<file path="src/rtl/keypad_scan.sv">
// keypad_scan
//   4x4 matrix keypad scanner with whole-matrix snapshot debounce, new single
//   key press detection, and two independently debounced push buttons.
//
//   Optional feature: define KEYPAD_GHOST_REJECT_EN to discard any completed
//   snapshot with three or more keys down (possible matrix ghosting).
//
// Parameters
//   ROW_DWELL       clk1k cycles each row is driven (1..15)
//   DEBOUNCE_SCANS  identical consecutive snapshots needed to update key (1..7)
//   BTN_DEBOUNCE    identical consecutive samples needed to flip a button (1..255)
//
// Ports
//   clk1k       in   1 kHz scan clock, rising edge
//   rst_n       in   synchronous active-low reset
//   col_in      in   [3:0] column lines, low = pressed
//   row_out     out  [3:0] one-cold row drive
//   btn_raw     in   [1:0] raw buttons, bit0 = main, bit1 = switch
//   key         out  [15:0] debounced key levels, bit = row*4 + col
//   btn_main    out  debounced main button
//   btn_switch  out  debounced switch button
//   key_press   out  one-cycle pulse on a new single-key press
//   key_code    out  [3:0] index of the most recently pressed single key
module keypad_scan #(
    parameter int unsigned ROW_DWELL      = 2,
    parameter int unsigned DEBOUNCE_SCANS = 3,
    parameter int unsigned BTN_DEBOUNCE   = 20
) (
    input  logic        clk1k,
    input  logic        rst_n,
    input  logic [3:0]  col_in,
    output logic [3:0]  row_out,
    input  logic [1:0]  btn_raw,
    output logic [15:0] key,
    output logic        btn_main,
    output logic        btn_switch,
    output logic        key_press,
    output logic [3:0]  key_code
);

    localparam int unsigned DWELL_W = 4;
    localparam int unsigned STAB_W  = 3;
    localparam int unsigned BTN_W   = 8;
    localparam int unsigned KEY_W   = 16;
    localparam int unsigned CODE_W  = 4;
    localparam int unsigned POP_W   = 5;

    localparam logic [DWELL_W-1:0] DWELL_LAST = DWELL_W'(ROW_DWELL - 1);
    localparam logic [STAB_W-1:0]  STAB_MAX   = STAB_W'(DEBOUNCE_SCANS);
    localparam logic [BTN_W-1:0]   BTN_LAST   = BTN_W'(BTN_DEBOUNCE - 1);

    typedef enum logic [1:0] {
        ROW0 = 2'd0,
        ROW1 = 2'd1,
        ROW2 = 2'd2,
        ROW3 = 2'd3
    } scanStateT;

    // Number of keys down in a snapshot.
    function automatic logic [POP_W-1:0] countOnes(input logic [KEY_W-1:0] v);
        logic [POP_W-1:0] n;
        n = '0;
        for (int i = 0; i < KEY_W; i++) begin
            n = n + POP_W'(v[i]);
        end
        return n;
    endfunction

    // Index of the lowest set bit (only used on one-hot values).
    function automatic logic [CODE_W-1:0] lowestSet(input logic [KEY_W-1:0] v);
        logic [CODE_W-1:0] idx;
        idx = '0;
        for (int i = KEY_W - 1; i >= 0; i--) begin
            if (v[i]) begin
                idx = CODE_W'(i);
            end
        end
        return idx;
    endfunction

    scanStateT          scanState, scanStateNext;
    logic [DWELL_W-1:0] dwellCnt, dwellCntNext;
    logic [3:0]         rowOut, rowOutNext;
    logic [KEY_W-1:0]   snap, snapNext;
    logic [KEY_W-1:0]   prevSnap, prevSnapNext;
    logic [STAB_W-1:0]  stabCnt, stabCntNext;
    logic               loadPend, loadPendNext;
    logic [KEY_W-1:0]   keyReg, keyNext;
    logic               keyPressReg, keyPressNext;
    logic [CODE_W-1:0]  keyCodeReg, keyCodeNext;
    logic               snapDone;
    logic               ghost;

    logic [1:0]            btnLevel, btnLevelNext;
    logic [1:0][BTN_W-1:0] btnCnt, btnCntNext;

    // Scan sequencing, snapshot debounce and press detection.
    always_comb begin
        scanStateNext = scanState;
        dwellCntNext  = dwellCnt + 1'b1;
        rowOutNext    = rowOut;
        snapNext      = snap;
        prevSnapNext  = prevSnap;
        stabCntNext   = stabCnt;
        loadPendNext  = 1'b0;
        keyNext       = keyReg;
        keyPressNext  = 1'b0;
        keyCodeNext   = keyCodeReg;
        snapDone      = 1'b0;
        ghost         = 1'b0;

        // Columns are latched on the last dwell cycle so they have settled.
        if (dwellCnt >= DWELL_LAST) begin
            dwellCntNext = '0;
            case (scanState)
                ROW0: begin
                    snapNext[3:0] = ~col_in;
                    scanStateNext = ROW1;
                    rowOutNext    = 4'b1101;
                end
                ROW1: begin
                    snapNext[7:4] = ~col_in;
                    scanStateNext = ROW2;
                    rowOutNext    = 4'b1011;
                end
                ROW2: begin
                    snapNext[11:8] = ~col_in;
                    scanStateNext  = ROW3;
                    rowOutNext     = 4'b0111;
                end
                ROW3: begin
                    snapNext[15:12] = ~col_in;
                    scanStateNext   = ROW0;
                    rowOutNext      = 4'b1110;
                    snapDone        = 1'b1;
                end
                default: begin
                    scanStateNext = ROW0;
                    rowOutNext    = 4'b1110;
                end
            endcase
        end

        // A completed snapshot either extends the stable run or restarts it.
        if (snapDone) begin
`ifdef KEYPAD_GHOST_REJECT_EN
            ghost = (countOnes(snapNext) >= POP_W'(3));
`endif
            if (ghost) begin
                stabCntNext = '0;
            end else begin
                prevSnapNext = snapNext;
                if (snapNext != prevSnap) begin
                    stabCntNext = STAB_W'(1);
                end else if (stabCnt < STAB_MAX) begin
                    stabCntNext = stabCnt + 1'b1;
                end
                loadPendNext = (stabCntNext == STAB_MAX);
            end
        end

        // Key update lands one cycle after the run reaches its target.
        if (loadPend) begin
            keyNext = prevSnap;
            if ((keyReg == '0) && (countOnes(prevSnap) == POP_W'(1))) begin
                keyPressNext = 1'b1;
                keyCodeNext  = lowestSet(prevSnap);
            end
        end
    end

    always_ff @(posedge clk1k) begin
        if (!rst_n) begin
            scanState   <= ROW0;
            dwellCnt    <= '0;
            rowOut      <= 4'b1110;
            snap        <= '0;
            prevSnap    <= '0;
            stabCnt     <= '0;
            loadPend    <= 1'b0;
            keyReg      <= '0;
            keyPressReg <= 1'b0;
            keyCodeReg  <= '0;
        end else begin
            scanState   <= scanStateNext;
            dwellCnt    <= dwellCntNext;
            rowOut      <= rowOutNext;
            snap        <= snapNext;
            prevSnap    <= prevSnapNext;
            stabCnt     <= stabCntNext;
            loadPend    <= loadPendNext;
            keyReg      <= keyNext;
            keyPressReg <= keyPressNext;
            keyCodeReg  <= keyCodeNext;
        end
    end

    // Button debounce: count disagreeing samples, flip when the run completes.
    always_comb begin
        btnLevelNext = btnLevel;
        btnCntNext   = '0;
        for (int b = 0; b < 2; b++) begin
            if (btn_raw[b] != btnLevel[b]) begin
                if (btnCnt[b] >= BTN_LAST) begin
                    btnLevelNext[b] = ~btnLevel[b];
                end else begin
                    btnCntNext[b] = btnCnt[b] + 1'b1;
                end
            end
        end
    end

    always_ff @(posedge clk1k) begin
        if (!rst_n) begin
            btnLevel <= '0;
            btnCnt   <= '0;
        end else begin
            btnLevel <= btnLevelNext;
            btnCnt   <= btnCntNext;
        end
    end

    assign row_out    = rowOut;
    assign key        = keyReg;
    assign key_press  = keyPressReg;
    assign key_code   = keyCodeReg;
    assign btn_main   = btnLevel[0];
    assign btn_switch = btnLevel[1];

endmodule

</file>
<file path="config.mk">
export PLATFORM = sky130hd
export DESIGN_NAME = keypad_scan
export DESIGN_NICKNAME = d
export VERILOG_FILES = /design/src/rtl/keypad_scan.sv
export SDC_FILE = /design/constraint.sdc
export NUM_CORES = 1
export LEC_CHECK = 0
export ABC_AREA = 1
export BUFFER_PORTS_ARGS = -buffer_cell sky130_fd_sc_hd__buf_2
export CAP_MARGIN = 15
export CELL_PAD_IN_SITES_DETAIL_PLACEMENT = 0
export CELL_PAD_IN_SITES_GLOBAL_PLACEMENT = 1
export CORE_AREA = 2 2 110 91
export DETAILED_ROUTE_END_ITERATION = 10
export DIE_AREA = 0 0 112 93
export HOLD_SLACK_MARGIN = 0.05
export PLACE_DENSITY_LB_ADDON = 0.08
export SLEW_MARGIN = 20
export SYNTH_ARGS = -nofsm -noshare
export SYNTH_HDL_FRONTEND = slang
export SYNTH_SLANG_ARGS = --single-unit
</file>
<file path="constraint.sdc">
create_clock -name clk1k -period 5.15 [get_ports clk1k]
set_input_delay 0.2575 -clock clk1k [delete_from_list [all_inputs] [get_ports clk1k]]
set_output_delay 0.2575 -clock clk1k [all_outputs]
set_load 0.01 [all_outputs]
</file>
* Word-level counts from Yosys, hierarchy flattened
Cells that the tools add are included.
** Word-level totals
- Word-level logic and storage cells :: 91
- Register bits :: 85
- Output and inout bits :: 27
- Bits of input ports :: 8
** Operators by class
- Reductions and logical operators :: 11
- Bitwise operators :: 6
- Add/subtract/negate cells :: 19
- Muxes and demuxes :: 29
- Order comparisons :: 4
- Equal/unequal tests :: 8
** Operators with widths (number)
- two-way mux 4 bit :: 20
- adder 5 x 1 -> 5 bit :: 11
- adder 8 x 1 -> 8 bit (second input constant) :: 2
- greater-or-equal comparator 8 x 5 -> 1 bit (second input constant) :: 2
- zero test 16 bit :: 1
- two-way mux 16 bit :: 1
- inequality test 16 bit :: 1
- one-hot mux 4 bit (4 select lines) :: 1
- AND reduction 2 bit :: 5
- two-way mux 3 bit :: 3
- one-hot mux 2 bit (4 select lines) :: 1
- OR reduction 3 bit :: 2
- adder 4 x 1 -> 5 bit :: 1
- equality test 5 x 1 -> 1 bit (second input constant) :: 1
- inverter 1 bit :: 5
- adder 3 x 1 -> 4 bit :: 1
- adder 4 x 1 -> 4 bit (second input constant) :: 1
- equality test 2 bit (second input constant) :: 2
- greater-or-equal comparator 4 x 1 -> 1 bit (second input constant) :: 1
- inverter 4 bit :: 1
- adder 2 x 1 -> 3 bit :: 1
- adder 3 x 1 -> 3 bit (second input constant) :: 1
- equality test 3 x 2 -> 1 bit (second input constant) :: 1
- < comparator 3 x 2 -> 1 bit (second input constant) :: 1
- other kinds (7) :: 10

* Depth between registers and ports, before layout
Gate-level depths: netlist of the first run.
- Depth in word-level cells :: 18
- Mapped depth :: 18

* Worst setup path before layout of the first run
OpenSTA, ideal clock, no wires.
- Path type :: register to register
- Start point :: register prevSnap[5]
- End point :: register keyCodeReg[3], in the netlist key_code[3]
- Arrival time :: 3.874 ns
- Clock period less this slack :: 3.933 ns
- Stages on the path, launching flop included :: 17
- Slack :: 1.217 ns
- Path buffers :: 0
- Library setup time :: 0.059 ns
- Path through :: dfxtp_1 -> inv_1 -> fa_1 -> inv_1 -> fa_1 -> fa_1 -> inv_1 -> fa_1 -> inv_1 -> ha_1 -> fa_1 -> nor4_1 -> and3_1 -> inv_1 -> nor2_1 -> nand4_1 -> nand2_1
** Between the ends
- Longest elaborated chain between the ends :: 14
- Elaborated cells between the ends (all ways) :: 20
- Those cells by class :: add/sub: 11; eq/ne: 1; mux: 6; reduce/logical: 2
** Ends and longest elaborated chain
- start: declaration :: line 85 : logic [KEY_W-1:0] prevSnap, prevSnapNext;
- start signal: assignment :: line 189 : prevSnap <= prevSnapNext;
- adder 5 x 1 -> 5 bit (11 in series) :: line 64 : n = n + POP_W'(v[i]);
- equality test 5 x 1 -> 1 bit :: line 165 : if ((keyReg == '0) && (countOnes(prevSnap) == POP_W'(1))) begin
- logical AND 1 bit :: line 165
- AND reduction 2 bit (no line)
- end signal: assignment :: line 194 : keyCodeReg <= keyCodeNext;
- end: declaration :: line 90 : logic [CODE_W-1:0] keyCodeReg, keyCodeNext;
Several ways; a longest one is shown, not always the timed one.
A chain may end at the register's enable or synchronous reset.

* Final worst setup path of the first run
Ends and elaborated chain as after synthesis.

==> tab_implementation.tex, run 1 <==
\begin{tabular}{lr}
\hline
Metric & Value \\
\hline
\multicolumn{2}{l}{\textbf{Clocking}} \\
\quad Clock H-tree levels & 3 \\
\quad Max clock buf depth & 2 \\
\quad Buffers inserted by post-CTS timing repair & 0 \\
\quad Number of gates resized after cts & 0 \\
\quad Root buffer cell & sky130\_fd\_sc\_hd\_\_clkbuf\_16 \\
\quad Clock net sink count & 85 \\
\quad Number of hold-repair buffers added at the cts stage & 0 \\
\quad CTS tree & yes \\
\quad Clock network latency to the later pin of the worst-skew pair & 0.34 ns \\
\quad Register clock-pin slew on the reported worst setup and hold paths & 0.06 ns \\
\quad Number of CTS-inserted buffers & 9 \\
\multicolumn{2}{l}{\textbf{Detailed routing}} \\
\quad Remaining routing DRC violations & 0 \\
\quad Per-cell routed wire length & 13.3 um \\
\quad Via count & roughly 3200 \\
\quad Residual antenna-violating net count after detailed routing & 0 \\
\quad Detailed Route Iter0 Violations & $\sim$110 \\
\quad Vias per cell & around 4.8 \\
\quad Pre-Repair DR Iteration Count & 4 \\
\quad Sum of routed wire length over all layers & 8660 um \\
\multicolumn{2}{l}{\textbf{Synthesis}} \\
\quad Count of flip-flops with a built-in enable after synthesis & 0 \\
\quad Yosys Warn Count & 0 \\
\quad Top-count cell post-synth & sky130\_fd\_sc\_hd\_\_dfxtp\_1 \\
\quad Cell types with the highest counts after synthesis & sky130\_fd\_sc\_hd\_\_dfxtp\_1 (85), sky130\_fd\_sc\_hd\_\_inv\_1 (67), sky130\_fd\_sc\_hd\_\_nand2\_1 (61) \\
\quad Sequential fraction of the synthesis area & 0.427 \\
\quad Average size of a mapped cell & between 8 and 9 um2 \\
\quad Flip-flop and latch count after synthesis & 85 \\
\quad Count of unique library cells instantiated by Yosys & 38 \\
\quad Cell Area, Synth & 3990 um2 \\
\quad Primary flip-flop cell chosen by synthesis mapping & sky130\_fd\_sc\_hd\_\_dfxtp\_1 \\
\quad Synth top area cells & sky130\_fd\_sc\_hd\_\_dfxtp\_1 (43\%), sky130\_fd\_sc\_hd\_\_inv\_1 (6.3\%), sky130\_fd\_sc\_hd\_\_nand2\_1 (5.7\%) \\
\quad Area fraction of the dominant cell type after synthesis & 0.427 \\
\quad Gate Count Post-Synth & between 400 and 500 \\
\quad Library cell with the largest summed area after synthesis & sky130\_fd\_sc\_hd\_\_dfxtp\_1 \\
\quad Fraction of registers with async set/reset & 0 \\
\multicolumn{2}{l}{\textbf{STA}} \\
\quad Final TNS setup & 0 ns \\
\quad Number of endpoints with negative hold slack in the final report & 0 \\
\quad Crit share post-route & 0.828 \\
\quad RSZ-0062 raised after global routing & false \\
\quad Number of pins with negative max-slew slack in the final report & 0 \\
\quad Highest clock rate & around 230 MHz \\
\quad Largest clock skew in the final design & 0.00501 ns \\
\quad Transition time at the pin with the least slew margin & 0.970 ns \\
\quad Relative slew slack & 0.353 \\
\quad Post-route minimum period & 4.26 ns \\
\quad Final setup fails & 0 \\
\multicolumn{2}{l}{\textbf{Worst setup path}} \\
\quad Required time at the worst-slack endpoint & 5.44 ns \\
\quad FF-to-FF End & key\_code[3]\$\_SDFFE\_PN0P\_ \\
\quad Reg-to-reg slack, setup & 0.89 ns \\
\quad CP Cell Sequence & inv\_1, fa\_1, inv\_1, fa\_1, fa\_1, inv\_1, fa\_1, inv\_1, ha\_1, fa\_1, nand2\_1, nand3b\_1, nor3b\_1, and3\_1, inv\_1, nor2\_1, nand4\_1, nand2\_1 \\
\quad Path depth of the worst reg2reg path & 18 \\
\quad Arrival time reported for the critical path endpoint & $\sim$4.6 ns \\
\quad Worst reg2reg startpoint & prevSnap[5]\$\_SDFFE\_PN0P\_ \\
\quad Kind of end point of the critical path & flop \\
\quad Kind of start point of the critical path & flop \\
\quad Largest fanout of any net on the critical path & 5 \\
\quad Slowest Stage Delay on Critical Path & between 0.5 and 0.6 ns \\
\quad Worst setup path class & flop to flop \\
\quad Critical-path cell with the highest stage delay & sky130\_fd\_sc\_hd\_\_fa\_1 \\
\multicolumn{2}{l}{\textbf{Placed design}} \\
\quad Area of placed instances & 4270 um2 \\
\quad Post-detailed-placement half-perimeter wirelength & 6540 um \\
\quad Number of cells in the design after placement & 634 \\
\quad Final weighted congestion in routability-driven placement & between 0.8 and 0.9 \\
\quad Input/output buffers & 34 \\
\multicolumn{2}{l}{\textbf{Final layout}} \\
\quad Net count of the finished layout & 562 \\
\quad \# fillers & 942 \\
\quad Register area & 1700 um2 \\
\quad Total area of multi-input combinational cells & 1980 um2 \\
\quad Area of all placed cells without fillers & about 4600 um2 \\
\quad Syn-to-layout area delta & 15.0\% \\
\quad Number of standard cells in the layout, taps in and fillers out & 650 \\
\quad Share of post-route cells with drive strength above 1 & 0.136 \\
\quad Antenna fix cells & 0 \\
\multicolumn{2}{l}{\textbf{Power}} \\
\quad Share of total power in the clock network & 0.403 \\
\quad Internal power & 1.22 mW \\
\quad Worst IR drop on VDD & roughly 0.00026 V \\
\quad Portion of total power attributed to sequential cells & 0.420 \\
\quad Power density relative to cell area & roughly 370 nW/um2 \\
\quad Static leakage & 2.11 nW \\
\quad Sw frac & 0.283 \\
\quad Net Sw Power & 0.483 mW \\
\quad Combinational fraction of design power & 0.177 \\
\multicolumn{2}{l}{\textbf{Die}} \\
\quad Core area & 9370 um2 \\
\quad Die W & 112 um \\
\quad Boundary Pins & 35 \\
\quad Std-Cell Rows & 32 \\
\quad Die H & 93 um \\
\quad Initial core utilization & 0.425 \\
\quad Total die area & between 10000 and 15000 um2 \\
\multicolumn{2}{l}{\textbf{GRT}} \\
\quad Largest net degree at the start of global routing & 49 \\
\quad Initial antenna violation count & 0 \\
\quad Number of global-route vias before repair & roughly 3000 \\
\quad Wire length of the first global-routing pass & approximately 15000 um \\
\quad Total routing resource utilization after global routing & 0.186 \\
\quad Grt ovf & 0 \\
\multicolumn{2}{l}{\textbf{Run}} \\
\quad Max-cap viol count & 0 \\
\multicolumn{2}{l}{\textbf{Min path}} \\
\quad Cell depth of the worst min-delay path & 3 \\
\quad Type of the worst min-delay path & input port to flop \\
\quad Source of the worst hold timing path & btn\_raw[0] \\
\quad Endpoint, Worst Hold & btnLevel[0]\$\_SDFFE\_PN0P\_ \\
\multicolumn{2}{l}{\textbf{Run status}} \\
\quad Result of the run & complete, no violations \\
\hline
\end{tabular}
## registers in the layout, summed over array words and instances (netlist names), 3 cells and up
signal    flops
row_out       4
dwellCnt      4
stabCnt       3
key          16
key_code      4
prevSnap     16
btnCnt       16
snap         16
## through the flow
step | power, mW | utilization | setup WS (ns) | hold slack, ns
2_1_floorplan | 0.965 | - | 1.22 | 0.392
3_5_place_dp | 1.04 | 0.455 | 0.933 | 0.458
6_report | 1.71 | 0.489 | 0.888 | 0.176
5_1_grt | 1.81 | 0.489 | 0.626 | 0.183
3_3_place_gp | 1.03 | 0.455 | 1.06 | 0.447
4_1_cts | 1.73 | 0.489 | 0.911 | 0.168
## critical path, delay by kind of cell, from the launching register on
| family | cells | cell delay (ns) |
|---|---|---|
| buffers and inverters | 5 | 0.36 |
| adder cells (fa/ha/maj) | 6 | 2.52 |
| flip-flops | 1 | 0.35 |
| AND/OR/NAND/NOR | 7 | 0.97 |
## layer usage
layer  part of all wire  track usage  up-vias  routed length, um
met5                  0            0        -                  0
met2               0.44        0.290       50               3780
met1               0.50        0.255     1452               4350
met3              0.049       0.0460        8                424
met4              0.012       0.0610        0                108
li1                   -            -     1641                  -
## layout by cell type (no fill, tap or decap), types with 2 or more instances in the layout
cell / count
sky130_fd_sc_hd__a21oi_1: 36
sky130_fd_sc_hd__a21oi_2: 3
sky130_fd_sc_hd__and3_1: 2
sky130_fd_sc_hd__buf_2: 34
sky130_fd_sc_hd__bufinv_16: 2
sky130_fd_sc_hd__clkbuf_16: 9
sky130_fd_sc_hd__clkinvlp_4: 3
sky130_fd_sc_hd__conb_1: 7
sky130_fd_sc_hd__dfxtp_1: 85
sky130_fd_sc_hd__fa_1: 10
sky130_fd_sc_hd__ha_1: 18
sky130_fd_sc_hd__inv_1: 67
sky130_fd_sc_hd__nand2_1: 61
sky130_fd_sc_hd__nand2_2: 3
sky130_fd_sc_hd__nand2_4: 4
sky130_fd_sc_hd__nand3_1: 14
sky130_fd_sc_hd__nand3b_1: 2
sky130_fd_sc_hd__nand4_1: 5
sky130_fd_sc_hd__nor2_1: 58
sky130_fd_sc_hd__nor2_2: 2
sky130_fd_sc_hd__nor2_4: 3
sky130_fd_sc_hd__nor3_1: 4
sky130_fd_sc_hd__nor3b_1: 3
sky130_fd_sc_hd__nor4_1: 6
sky130_fd_sc_hd__o211ai_1: 2
sky130_fd_sc_hd__o21a_1: 5
sky130_fd_sc_hd__o21ai_0: 38
sky130_fd_sc_hd__o21ai_1: 10
sky130_fd_sc_hd__o21ai_2: 5
sky130_fd_sc_hd__xnor2_1: 3
sky130_fd_sc_hd__xor2_1: 16
## power groups by stage
stage,Clock (mW),Sequential [mW],Combinational [mW]
3_3_place_gp,0,0.731,0.300
6_report,0.688,0.717,0.302
3_5_place_dp,0,0.732,0.304
4_1_cts,0.705,0.717,0.306
2_1_floorplan,0,0.729,0.236
5_1_grt,0.739,0.722,0.352
## worst max-delay path by stage
stage | cells after the start | slack [ns] | endpoint | from
3_3_place_gp | 18 | 1.06 | key_code[3]$_SDFFE_PN0P_ | prevSnap[5]$_SDFFE_PN0P_
4_1_cts | 18 | 0.91 | key_code[3]$_SDFFE_PN0P_ | prevSnap[5]$_SDFFE_PN0P_
3_5_place_dp | 18 | 0.93 | key_code[3]$_SDFFE_PN0P_ | prevSnap[5]$_SDFFE_PN0P_
6_report | 18 | 0.89 | key_code[3]$_SDFFE_PN0P_ | prevSnap[5]$_SDFFE_PN0P_
5_1_grt | 18 | 0.63 | key_code[1]$_SDFFE_PN0P_ | prevSnap[5]$_SDFFE_PN0P_
2_1_floorplan | 16 | 1.22 | key_code[3]$_SDFFE_PN0P_ | prevSnap[5]$_SDFFE_PN0P_
## cells by family (layout without fill, tap and decap cells)
| kind of cell | count (synthesis) | in the layout | share of synthesized area |
|---|---|---|---|
| adder cells (fa/ha/maj) | 28 | 28 | 0.107 |
| buffers and inverters | 82 | 119 | 0.0810 |
| AND/OR/NAND/NOR | 168 | 168 | 0.195 |
| flip-flops | 85 | 85 | 0.427 |
| XOR/XNOR | 19 | 19 | 0.0418 |
| multiplexers | 1 | 1 | 0.00251 |
| AO/OA/AOI/OAI | 104 | 104 | 0.145 |
| other | 1 | 7 | 0.000941 |
## area by class of cell
class,instances,area share
well taps,119,0.0325
multi-input cells,327,0.433
repair buffers,35,0.0388
flip-flops and latches,85,0.371
clock inverters,6,0.0191
clock buffers,10,0.0500
inverters,68,0.0557
Note: power is estimated with default switching activity, not from simulation.
==> run 2, diff against run 1 <==
- CORE_AREA: 2 2 110 91 -> 2 2 115 95
- DIE_AREA: 0 0 112 93 -> 0 0 117 97
- clock period: 5.15 -> 3.45 ns (I/O delays scaled with it)
==> tab_implementation.tex, run 2 (synthesis gave the netlist of run 1 again) <==
\begin{tabular}{lr}
\hline
Metric & Value \\
\hline
\multicolumn{2}{l}{\textbf{Run status}} \\
\quad Result of the run & complete, but fails checks \\
\quad Violations in the final reports & negative setup slack \\
\multicolumn{2}{l}{\textbf{Final layout}} \\
\quad Antenna fix cells & 0 (unchanged) \\
\quad Share of post-route cells with drive strength above 1 & 0.184 (+0.0480) \\
\quad Syn-to-layout area delta & 19.4\% \\
\quad Total area of multi-input combinational cells & 2010 um2 (+1.5\%) \\
\quad Number of standard cells in the layout, taps in and fillers out & 690 (+6.2\%) \\
\quad \# fillers & 1037 (+10\%) \\
\quad Commonest cells after routing, fill and taps aside & sky130\_fd\_sc\_hd\_\_dfxtp\_1 (83), sky130\_fd\_sc\_hd\_\_inv\_1 (65), sky130\_fd\_sc\_hd\_\_nand2\_1 (61), sky130\_fd\_sc\_hd\_\_nor2\_1 (57), sky130\_fd\_sc\_hd\_\_o21ai\_0 (38) \\
\quad Net count of the finished layout & 581 (+3.4\%) \\
\quad Most common library cell in the layout ignoring fill and taps & sky130\_fd\_sc\_hd\_\_dfxtp\_1 \\
\quad Register area & 1700 um2 (+0.15\%) \\
\quad Share of the core filled with cells in the final layout & 0.471 (-0.0187) \\
\quad Area of all placed cells without fillers & 4760 um2 (+3.8\%) \\
\multicolumn{2}{l}{\textbf{Worst setup path}} \\
\quad Worst setup path class & flop to flop \\
\quad Required time at the worst-slack endpoint & 3.73 ns (-1.71 ns) \\
\quad Largest fanout of any net on the critical path & 4 (-1) \\
\quad Reg-to-reg slack, setup & -0.51 ns (-1.39 ns) \\
\quad Kind of end point of the critical path & flop \\
\quad Path depth of the worst reg2reg path & 18 (unchanged) \\
\quad Worst reg2reg startpoint & prevSnap[11]\$\_SDFFE\_PN0P\_ \\
\quad Kind of start point of the critical path & flop \\
\quad FF-to-FF End & key\_code[3]\$\_SDFFE\_PN0P\_ \\
\quad Arrival time reported for the critical path endpoint & 4.24 ns (-0.31 ns) \\
\multicolumn{2}{l}{\textbf{STA}} \\
\quad Final setup fails & 5 (+5) \\
\quad Transition time at the pin with the least slew margin & 0.939 ns (-0.0314 ns) \\
\quad Crit share post-route & 1.15 (+0.319) \\
\quad RSZ-0062 raised after global routing & true \\
\quad Highest clock rate & 253 MHz (+7.8\%) \\
\quad Post-route minimum period & 3.96 ns (-0.307 ns) \\
\quad Final TNS setup & -2.41 ns (-2.41 ns) \\
\quad Worst hold slack & 0.0898 ns (-0.0863 ns) \\
\quad Number of pins with negative max-slew slack in the final report & 0 (unchanged) \\
\quad Largest clock skew in the final design & 0.00522 ns (+0.000212 ns) \\
\quad Setup WS post-layout & -0.505 ns (-1.39 ns) \\
\quad Number of endpoints with negative hold slack in the final report & 0 (unchanged) \\
\quad Relative slew slack & 0.374 (+0.0209) \\
\multicolumn{2}{l}{\textbf{Placed design}} \\
\quad Input/output buffers & 34 (unchanged) \\
\quad Final weighted congestion in routability-driven placement & 0.758 (-9.7\%) \\
\quad Post-detailed-placement half-perimeter wirelength & 6710 um (+2.6\%) \\
\quad Area of placed instances & 4440 um2 (+4.0\%) \\
\quad Number of cells in the design after placement & 672 (+6.0\%) \\
\multicolumn{2}{l}{\textbf{Clocking}} \\
\quad CTS tree & yes \\
\quad Root buffer cell & sky130\_fd\_sc\_hd\_\_clkbuf\_16 \\
\quad Number of CTS-inserted buffers & 9 (unchanged) \\
\quad Clock network latency to the later pin of the worst-skew pair & 0.34 ns (about the same) \\
\quad Clock H-tree levels & 3 (unchanged) \\
\quad Max clock buf depth & 2 (unchanged) \\
\quad Number of hold-repair buffers added at the cts stage & 0 (unchanged) \\
\quad Register clock-pin slew on the reported worst setup and hold paths & 0.06 ns (about the same) \\
\quad Clock net sink count & 85 (unchanged) \\
\multicolumn{2}{l}{\textbf{Die}} \\
\quad Std-Cell Rows & 33 (+3.1\%) \\
\quad Die H & 97 um (+4.3\%) \\
\quad Boundary Pins & 35 (unchanged) \\
\quad Initial core utilization & 0.394 (-0.0314) \\
\quad Total die area & 11300 um2 (+9.0\%) \\
\quad Core area & 10100 um2 (+8.0\%) \\
\quad Die W & 117 um (+4.5\%) \\
\multicolumn{2}{l}{\textbf{Min path}} \\
\quad Cell depth of the worst min-delay path & 3 (unchanged) \\
\quad Source of the worst hold timing path & btn\_raw[1] \\
\quad Type of the worst min-delay path & input port to flop \\
\quad Endpoint, Worst Hold & btnLevel[1]\$\_SDFFE\_PN0P\_ \\
\multicolumn{2}{l}{\textbf{GRT}} \\
\quad Number of global-route vias before repair & 3093 (+2.7\%) \\
\quad Initial antenna violation count & 0 (unchanged) \\
\quad Total routing resource utilization after global routing & 0.173 (-0.0131) \\
\quad Grt ovf & 0 (unchanged) \\
\quad Largest net degree at the start of global routing & 49 (unchanged) \\
\quad Wire length of the first global-routing pass & 15200 um (+1.1\%) \\
\multicolumn{2}{l}{\textbf{Run}} \\
\quad Max-cap viol count & 0 (unchanged) \\
\multicolumn{2}{l}{\textbf{Power}} \\
\quad Combinational fraction of design power & 0.194 (+0.017) \\
\quad Static leakage & 2.20 nW (+4.2\%) \\
\quad Worst IR drop on VDD & 0.000245 V (-4.7\%) \\
\quad Internal power & 1.78 mW (+45\%) \\
\quad Power density relative to cell area & 526 nW/um2 (+41\%) \\
\quad Portion of total power attributed to sequential cells & 0.427 (+0.007) \\
\quad Sw frac & 0.290 (+0.00757) \\
\quad Net Sw Power & 0.727 mW (+51\%) \\
\quad Share of total power in the clock network & 0.379 (-0.024) \\
\multicolumn{2}{l}{\textbf{Detailed routing}} \\
\quad Sum of routed wire length over all layers & 8960 um (+3.5\%) \\
\quad Via count & 3146 (-0.16\%) \\
\quad Per-cell routed wire length & 13.0 um (-2.5\%) \\
\quad Remaining routing DRC violations & 0 (unchanged) \\
\quad Pre-Repair DR Iteration Count & 4 (unchanged) \\
\quad Residual antenna-violating net count after detailed routing & 0 (unchanged) \\
\quad Detailed Route Iter0 Violations & 143 (+31\%) \\
\quad Vias per cell & 4.56 (-5.9\%) \\
\hline
\end{tabular}
==> run 2: layout make-up <==
cell class	instances	share of cell area
Timing Repair Buffer	54	0.0673
Clock inverter	6	0.0134
Sequential cell	85	0.358
Clock buffer	10	0.0481
Multi-Input combinational cell	327	0.423
Inverter	68	0.0536
Tap cell	140	0.0368
==> run 2: power groups by stage <==
stage	combinational, mW	sequential [mW]	clock [mW]
after CTS	0.483	1.07	0.975
final	0.486	1.07	0.948
after floorplan	0.355	1.09	0
after detailed placement	0.478	1.09	0
after global routing	0.557	1.07	1.02
after global placement	0.474	1.09	0
==> run 2: how the worst max path moves through the flow <==
stage,cells after the start,endpoint,from,slack (ns)
2_1_floorplan,18,key_code[3]$_SDFFE_PN0P_,prevSnap[11]$_SDFFE_PN0P_,-0.33
3_3_place_gp,18,key_code[3]$_SDFFE_PN0P_,prevSnap[11]$_SDFFE_PN0P_,-0.46
3_5_place_dp,18,key_code[3]$_SDFFE_PN0P_,prevSnap[11]$_SDFFE_PN0P_,-0.57
4_1_cts,18,key_code[3]$_SDFFE_PN0P_,prevSnap[11]$_SDFFE_PN0P_,-0.55
5_1_grt,18,key_code[3]$_SDFFE_PN0P_,prevSnap[11]$_SDFFE_PN0P_,-0.66
6_report,18,key_code[3]$_SDFFE_PN0P_,prevSnap[11]$_SDFFE_PN0P_,-0.51
==> run 2: what timing repair did <==
| item | 4_1_cts | 5_1_grt |
|---|---|---|
| pin swaps | 4 | 4 |
| setup buffers | 0 | 2 |
| setup endpoints to repair | 5 | 5 |
| gates resized for setup | 2 | 1 |
==> run 2: per-stage QoR <==
step                      power [mW]  setup slack [ns]
final                           2.50            -0.505
after detailed placement        1.57            -0.570
after floorplan                 1.44            -0.331
after CTS                       2.53            -0.551
after global placement          1.56            -0.458
after global routing            2.65            -0.665
==> run 2: metal layers <==
layer / global-route usage / vias up / wire length (um)
met3: 0.0420 / 10 / 243
met1: 0.238 / 1420 / 4660
met4: 0.0516 / 0 / 110
met2: 0.267 / 35 / 3950
met5: 0 / - / 0
li1: - / 1681 / -
==> run 2: critical path, cell delays in order (launching register included) <==
cell	delay [ns]
sky130_fd_sc_hd__dfxtp_2	0.33
sky130_fd_sc_hd__fa_1	0.53
sky130_fd_sc_hd__inv_1	0.05
sky130_fd_sc_hd__fa_1	0.48
sky130_fd_sc_hd__inv_1	0.05
sky130_fd_sc_hd__fa_1	0.49
sky130_fd_sc_hd__inv_1	0.05
sky130_fd_sc_hd__fa_1	0.47
sky130_fd_sc_hd__inv_1	0.04
sky130_fd_sc_hd__ha_2	0.18
sky130_fd_sc_hd__fa_2	0.35
sky130_fd_sc_hd__nand2_1	0.08
sky130_fd_sc_hd__nand3b_1	0.08
sky130_fd_sc_hd__nor3b_2	0.17
sky130_fd_sc_hd__and3_4	0.21
sky130_fd_sc_hd__inv_2	0.06
sky130_fd_sc_hd__nor2_4	0.11
sky130_fd_sc_hd__nand4_1	0.10
sky130_fd_sc_hd__nand2_1	0.08
==> run 3, diff against run 2 <==
- CORE_AREA: 2 2 115 95 -> 2 2 121 100
- CTS_CLUSTER_SIZE: not set -> 16
- DIE_AREA: 0 0 117 97 -> 0 0 123 102
==> tab_implementation.tex, run 3 (synthesis gave the netlist of run 1 again) <==
\begin{tabular}{lr}
\hline
Metric & Value \\
\hline
\multicolumn{2}{l}{\textbf{Worst setup path}} \\
\quad Path depth of the worst reg2reg path & 18 (unchanged) \\
\quad Worst setup path class & flop to flop \\
\quad Required time at the worst-slack endpoint & 3.69 ns (-0.04 ns) \\
\quad Kind of cell adding the most delay to the critical path & adder cells \\
\quad Largest fanout of any net on the critical path & 3 (-1) \\
\quad Kind of start point of the critical path & flop \\
\quad Count of buffering cells on the critical path with inverters included & 6 (+1) \\
\quad Worst reg2reg startpoint & prevSnap[11]\$\_SDFFE\_PN0P\_ \\
\quad Arrival time reported for the critical path endpoint & 4.19 ns (-0.05 ns) \\
\quad Critical Path Most Common Cell & sky130\_fd\_sc\_hd\_\_fa\_1 \\
\quad FF-to-FF End & key\_code[1]\$\_SDFFE\_PN0P\_ \\
\quad CP Cell Sequence & fa\_1, inv\_1, fa\_1, inv\_2, fa\_1, inv\_1, fa\_1, inv\_1, ha\_2, fa\_2, nand2\_2, nand3b\_1, nor3b\_2, and3\_4, inv\_4, buf\_4, nand3\_1, nand2\_1 \\
\quad Slowest Stage Delay on Critical Path & 0.52 ns (about the same) \\
\quad Reg-to-reg slack, setup & -0.50 ns (about the same) \\
\quad Kind of end point of the critical path & flop \\
\quad Critical-path cell with the highest stage delay & sky130\_fd\_sc\_hd\_\_fa\_1 \\
\multicolumn{2}{l}{\textbf{Detailed routing}} \\
\quad Pre-Repair DR Iteration Count & 4 (unchanged) \\
\quad Remaining routing DRC violations & 0 (unchanged) \\
\quad Via count & 3165 (+0.60\%) \\
\quad Per-cell routed wire length & 13.5 um (+4.1\%) \\
\quad Residual antenna-violating net count after detailed routing & 0 (unchanged) \\
\quad Vias per cell & 4.53 (-0.69\%) \\
\quad Sum of routed wire length over all layers & 9450 um (+5.4\%) \\
\quad Detailed Route Iter0 Violations & 163 (+14\%) \\
\multicolumn{2}{l}{\textbf{Power}} \\
\quad Worst IR drop on VDD & 0.000206 V (-16\%) \\
\quad Static leakage & 2.23 nW (+1.2\%) \\
\quad Power density relative to cell area & 539 nW/um2 (+2.4\%) \\
\multicolumn{2}{l}{\textbf{STA}} \\
\quad RSZ-0062 raised after global routing & true \\
\quad Crit share post-route & 1.14 (-0.00147) \\
\quad Post-route minimum period & 3.95 ns (-0.00506 ns) \\
\quad Number of endpoints with negative hold slack in the final report & 0 (unchanged) \\
\quad Final setup fails & 5 (unchanged) \\
\quad Transition time at the pin with the least slew margin & 0.962 ns (+0.0234 ns) \\
\quad Largest clock skew in the final design & 0.00638 ns (+0.00117 ns) \\
\quad Highest clock rate & 253 MHz (+0.13\%) \\
\quad Relative slew slack & 0.358 (-0.0156) \\
\quad Number of pins with negative max-slew slack in the final report & 0 (unchanged) \\
\quad Setup WS post-layout & -0.500 ns (+0.00506 ns) \\
\quad Worst hold slack & 0.0769 ns (-0.0129 ns) \\
\multicolumn{2}{l}{\textbf{Final layout}} \\
\quad \# fillers & 1182 (+14\%) \\
\quad Net count of the finished layout & 583 (+0.34\%) \\
\quad Share of the core filled with cells in the final layout & 0.426 (-0.0448) \\
\quad Commonest cells after routing, fill and taps aside & sky130\_fd\_sc\_hd\_\_dfxtp\_1 (83), sky130\_fd\_sc\_hd\_\_inv\_1 (64), sky130\_fd\_sc\_hd\_\_nand2\_1 (60), sky130\_fd\_sc\_hd\_\_nor2\_1 (57), sky130\_fd\_sc\_hd\_\_o21ai\_0 (37) \\
\quad Area of all placed cells without fillers & 4810 um2 (+1.1\%) \\
\quad Syn-to-layout area delta & 20.7\% \\
\quad Number of standard cells in the layout, taps in and fillers out & 699 (+1.3\%) \\
\quad Total area of multi-input combinational cells & 2010 um2 (about the same) \\
\quad Register area & 1700 um2 (unchanged) \\
\quad Antenna fix cells & 0 (unchanged) \\
\quad Share of post-route cells with drive strength above 1 & 0.191 (+0.00693) \\
\quad Most common library cell in the layout ignoring fill and taps & sky130\_fd\_sc\_hd\_\_dfxtp\_1 \\
\multicolumn{2}{l}{\textbf{Clocking}} \\
\quad Max clock buf depth & 2 (unchanged) \\
\quad Clock net sink count & 85 (unchanged) \\
\quad Number of CTS-inserted buffers & 9 (unchanged) \\
\quad Clock H-tree levels & 3 (unchanged) \\
\quad CTS tree & yes \\
\quad Clock network latency to the later pin of the worst-skew pair & 0.34 ns (about the same) \\
\quad Number of hold-repair buffers added at the cts stage & 0 (unchanged) \\
\quad Root buffer cell & sky130\_fd\_sc\_hd\_\_clkbuf\_16 \\
\quad Register clock-pin slew on the reported worst setup and hold paths & 0.06 ns (about the same) \\
\multicolumn{2}{l}{\textbf{Die}} \\
\quad Std-Cell Rows & 35 (+6.1\%) \\
\quad Boundary Pins & 35 (unchanged) \\
\quad Die W & 123 um (+5.1\%) \\
\quad Core area & 11300 um2 (+12\%) \\
\quad Die H & 102 um (+5.2\%) \\
\quad Total die area & 12500 um2 (+11\%) \\
\quad Initial core utilization & 0.353 (-0.0412) \\
\multicolumn{2}{l}{\textbf{Run status}} \\
\quad Violations in the final reports & negative setup slack \\
\quad Result of the run & complete, but fails checks \\
\multicolumn{2}{l}{\textbf{GRT}} \\
\quad Grt ovf & 0 (unchanged) \\
\quad Number of global-route vias before repair & 3067 (-0.84\%) \\
\quad Wire length of the first global-routing pass & 16100 um (+6.0\%) \\
\quad Largest net degree at the start of global routing & 49 (unchanged) \\
\quad Total routing resource utilization after global routing & 0.169 (-0.00340) \\
\quad Initial antenna violation count & 0 (unchanged) \\
\multicolumn{2}{l}{\textbf{Min path}} \\
\quad Endpoint, Worst Hold & btnLevel[1]\$\_SDFFE\_PN0P\_ \\
\quad Cell depth of the worst min-delay path & 3 (unchanged) \\
\quad Source of the worst hold timing path & btn\_raw[1] \\
\quad Type of the worst min-delay path & input port to flop \\
\multicolumn{2}{l}{\textbf{Run}} \\
\quad Max-cap viol count & 0 (unchanged) \\
\multicolumn{2}{l}{\textbf{Placed design}} \\
\quad Worst slack, placed & -0.550 ns (+0.0207 ns) \\
\quad Final weighted congestion in routability-driven placement & 0.803 (+5.9\%) \\
\quad Number of cells in the design after placement & 681 (+1.3\%) \\
\quad Area of placed instances & 4450 um2 (+0.39\%) \\
\quad Input/output buffers & 34 (unchanged) \\
\quad Post-detailed-placement half-perimeter wirelength & 7010 um (+4.4\%) \\
\hline
\end{tabular}
[run 3: what timing repair did]
item	CTS	global route
endpoints found under the setup margin	5	5
cloned	0	0
resized for setup	3	4
pin swaps	2	2
endpoints found under the hold margin	0	0
buffers inserted	1	2
[run 3: worst max path at each step]
| stage | startpoint | end | slack, ns | cells after the start |
|---|---|---|---|---|
| 5_1_grt | prevSnap[11]$_SDFFE_PN0P_ | key_code[3]$_SDFFE_PN0P_ | -0.68 | 18 |
| 3_5_place_dp | prevSnap[11]$_SDFFE_PN0P_ | key_code[3]$_SDFFE_PN0P_ | -0.55 | 18 |
| 6_report | prevSnap[11]$_SDFFE_PN0P_ | key_code[1]$_SDFFE_PN0P_ | -0.50 | 18 |
| 2_1_floorplan | prevSnap[11]$_SDFFE_PN0P_ | key_code[3]$_SDFFE_PN0P_ | -0.33 | 18 |
| 3_3_place_gp | prevSnap[11]$_SDFFE_PN0P_ | key_code[3]$_SDFFE_PN0P_ | -0.48 | 18 |
| 4_1_cts | prevSnap[11]$_SDFFE_PN0P_ | key_code[3]$_SDFFE_PN0P_ | -0.49 | 18 |
[run 3: area by class of cell]
class,count,share of cell area
Inverter,68,0.0536
Clock inverter,5,0.0156
Sequential cell,85,0.354
Timing Repair Buffer,56,0.0697
Clock buffer,10,0.0497
Multi-Input combinational cell,327,0.419
Tap cell,148,0.0385
[run 3: through the flow]
stage / power (mW) / setup TNS [ns]
2_1_floorplan: 1.44 / -1.38
3_3_place_gp: 1.57 / -2.04
3_5_place_dp: 1.57 / -2.41
4_1_cts: 2.62 / -2.20
5_1_grt: 2.74 / -3.22
6_report: 2.59 / -2.38
[run 3: per-layer routing]
| metal | part of all wire | wire, um | up-vias | track usage |
|---|---|---|---|---|
| li1 | - | - | 1690 | - |
| met1 | 0.55 | 5150 | 1425 | 0.244 |
| met2 | 0.40 | 3800 | 41 | 0.247 |
| met3 | 0.037 | 346 | 9 | 0.0424 |
| met5 | 0 | 0 | - | 0 |
| met4 | 0.015 | 143 | 0 | 0.0577 |
[run 3: worst register-to-register path, stage by stage, from the launching register on]
cell                       delay [ns]
sky130_fd_sc_hd__dfxtp_2         0.33
sky130_fd_sc_hd__fa_1            0.52
sky130_fd_sc_hd__inv_1           0.05
sky130_fd_sc_hd__fa_1            0.49
sky130_fd_sc_hd__inv_2           0.04
sky130_fd_sc_hd__fa_1            0.49
sky130_fd_sc_hd__inv_1           0.05
sky130_fd_sc_hd__fa_1            0.48
sky130_fd_sc_hd__inv_1           0.04
sky130_fd_sc_hd__ha_2            0.17
sky130_fd_sc_hd__fa_2            0.35
sky130_fd_sc_hd__nand2_2         0.08
sky130_fd_sc_hd__nand3b_1        0.08
sky130_fd_sc_hd__nor3b_2         0.17
sky130_fd_sc_hd__and3_4          0.22
sky130_fd_sc_hd__inv_4           0.04
sky130_fd_sc_hd__buf_4           0.13
sky130_fd_sc_hd__nand3_1         0.06
sky130_fd_sc_hd__nand2_1         0.06
[run 3: power breakdown]
group          leakage (nW)  switching [mW]  internal (mW)  total, mW
combinational          1.38           0.312          0.177      0.490
sequential            0.694          0.0301           1.04       1.07
clock                 0.158           0.388          0.646       1.03
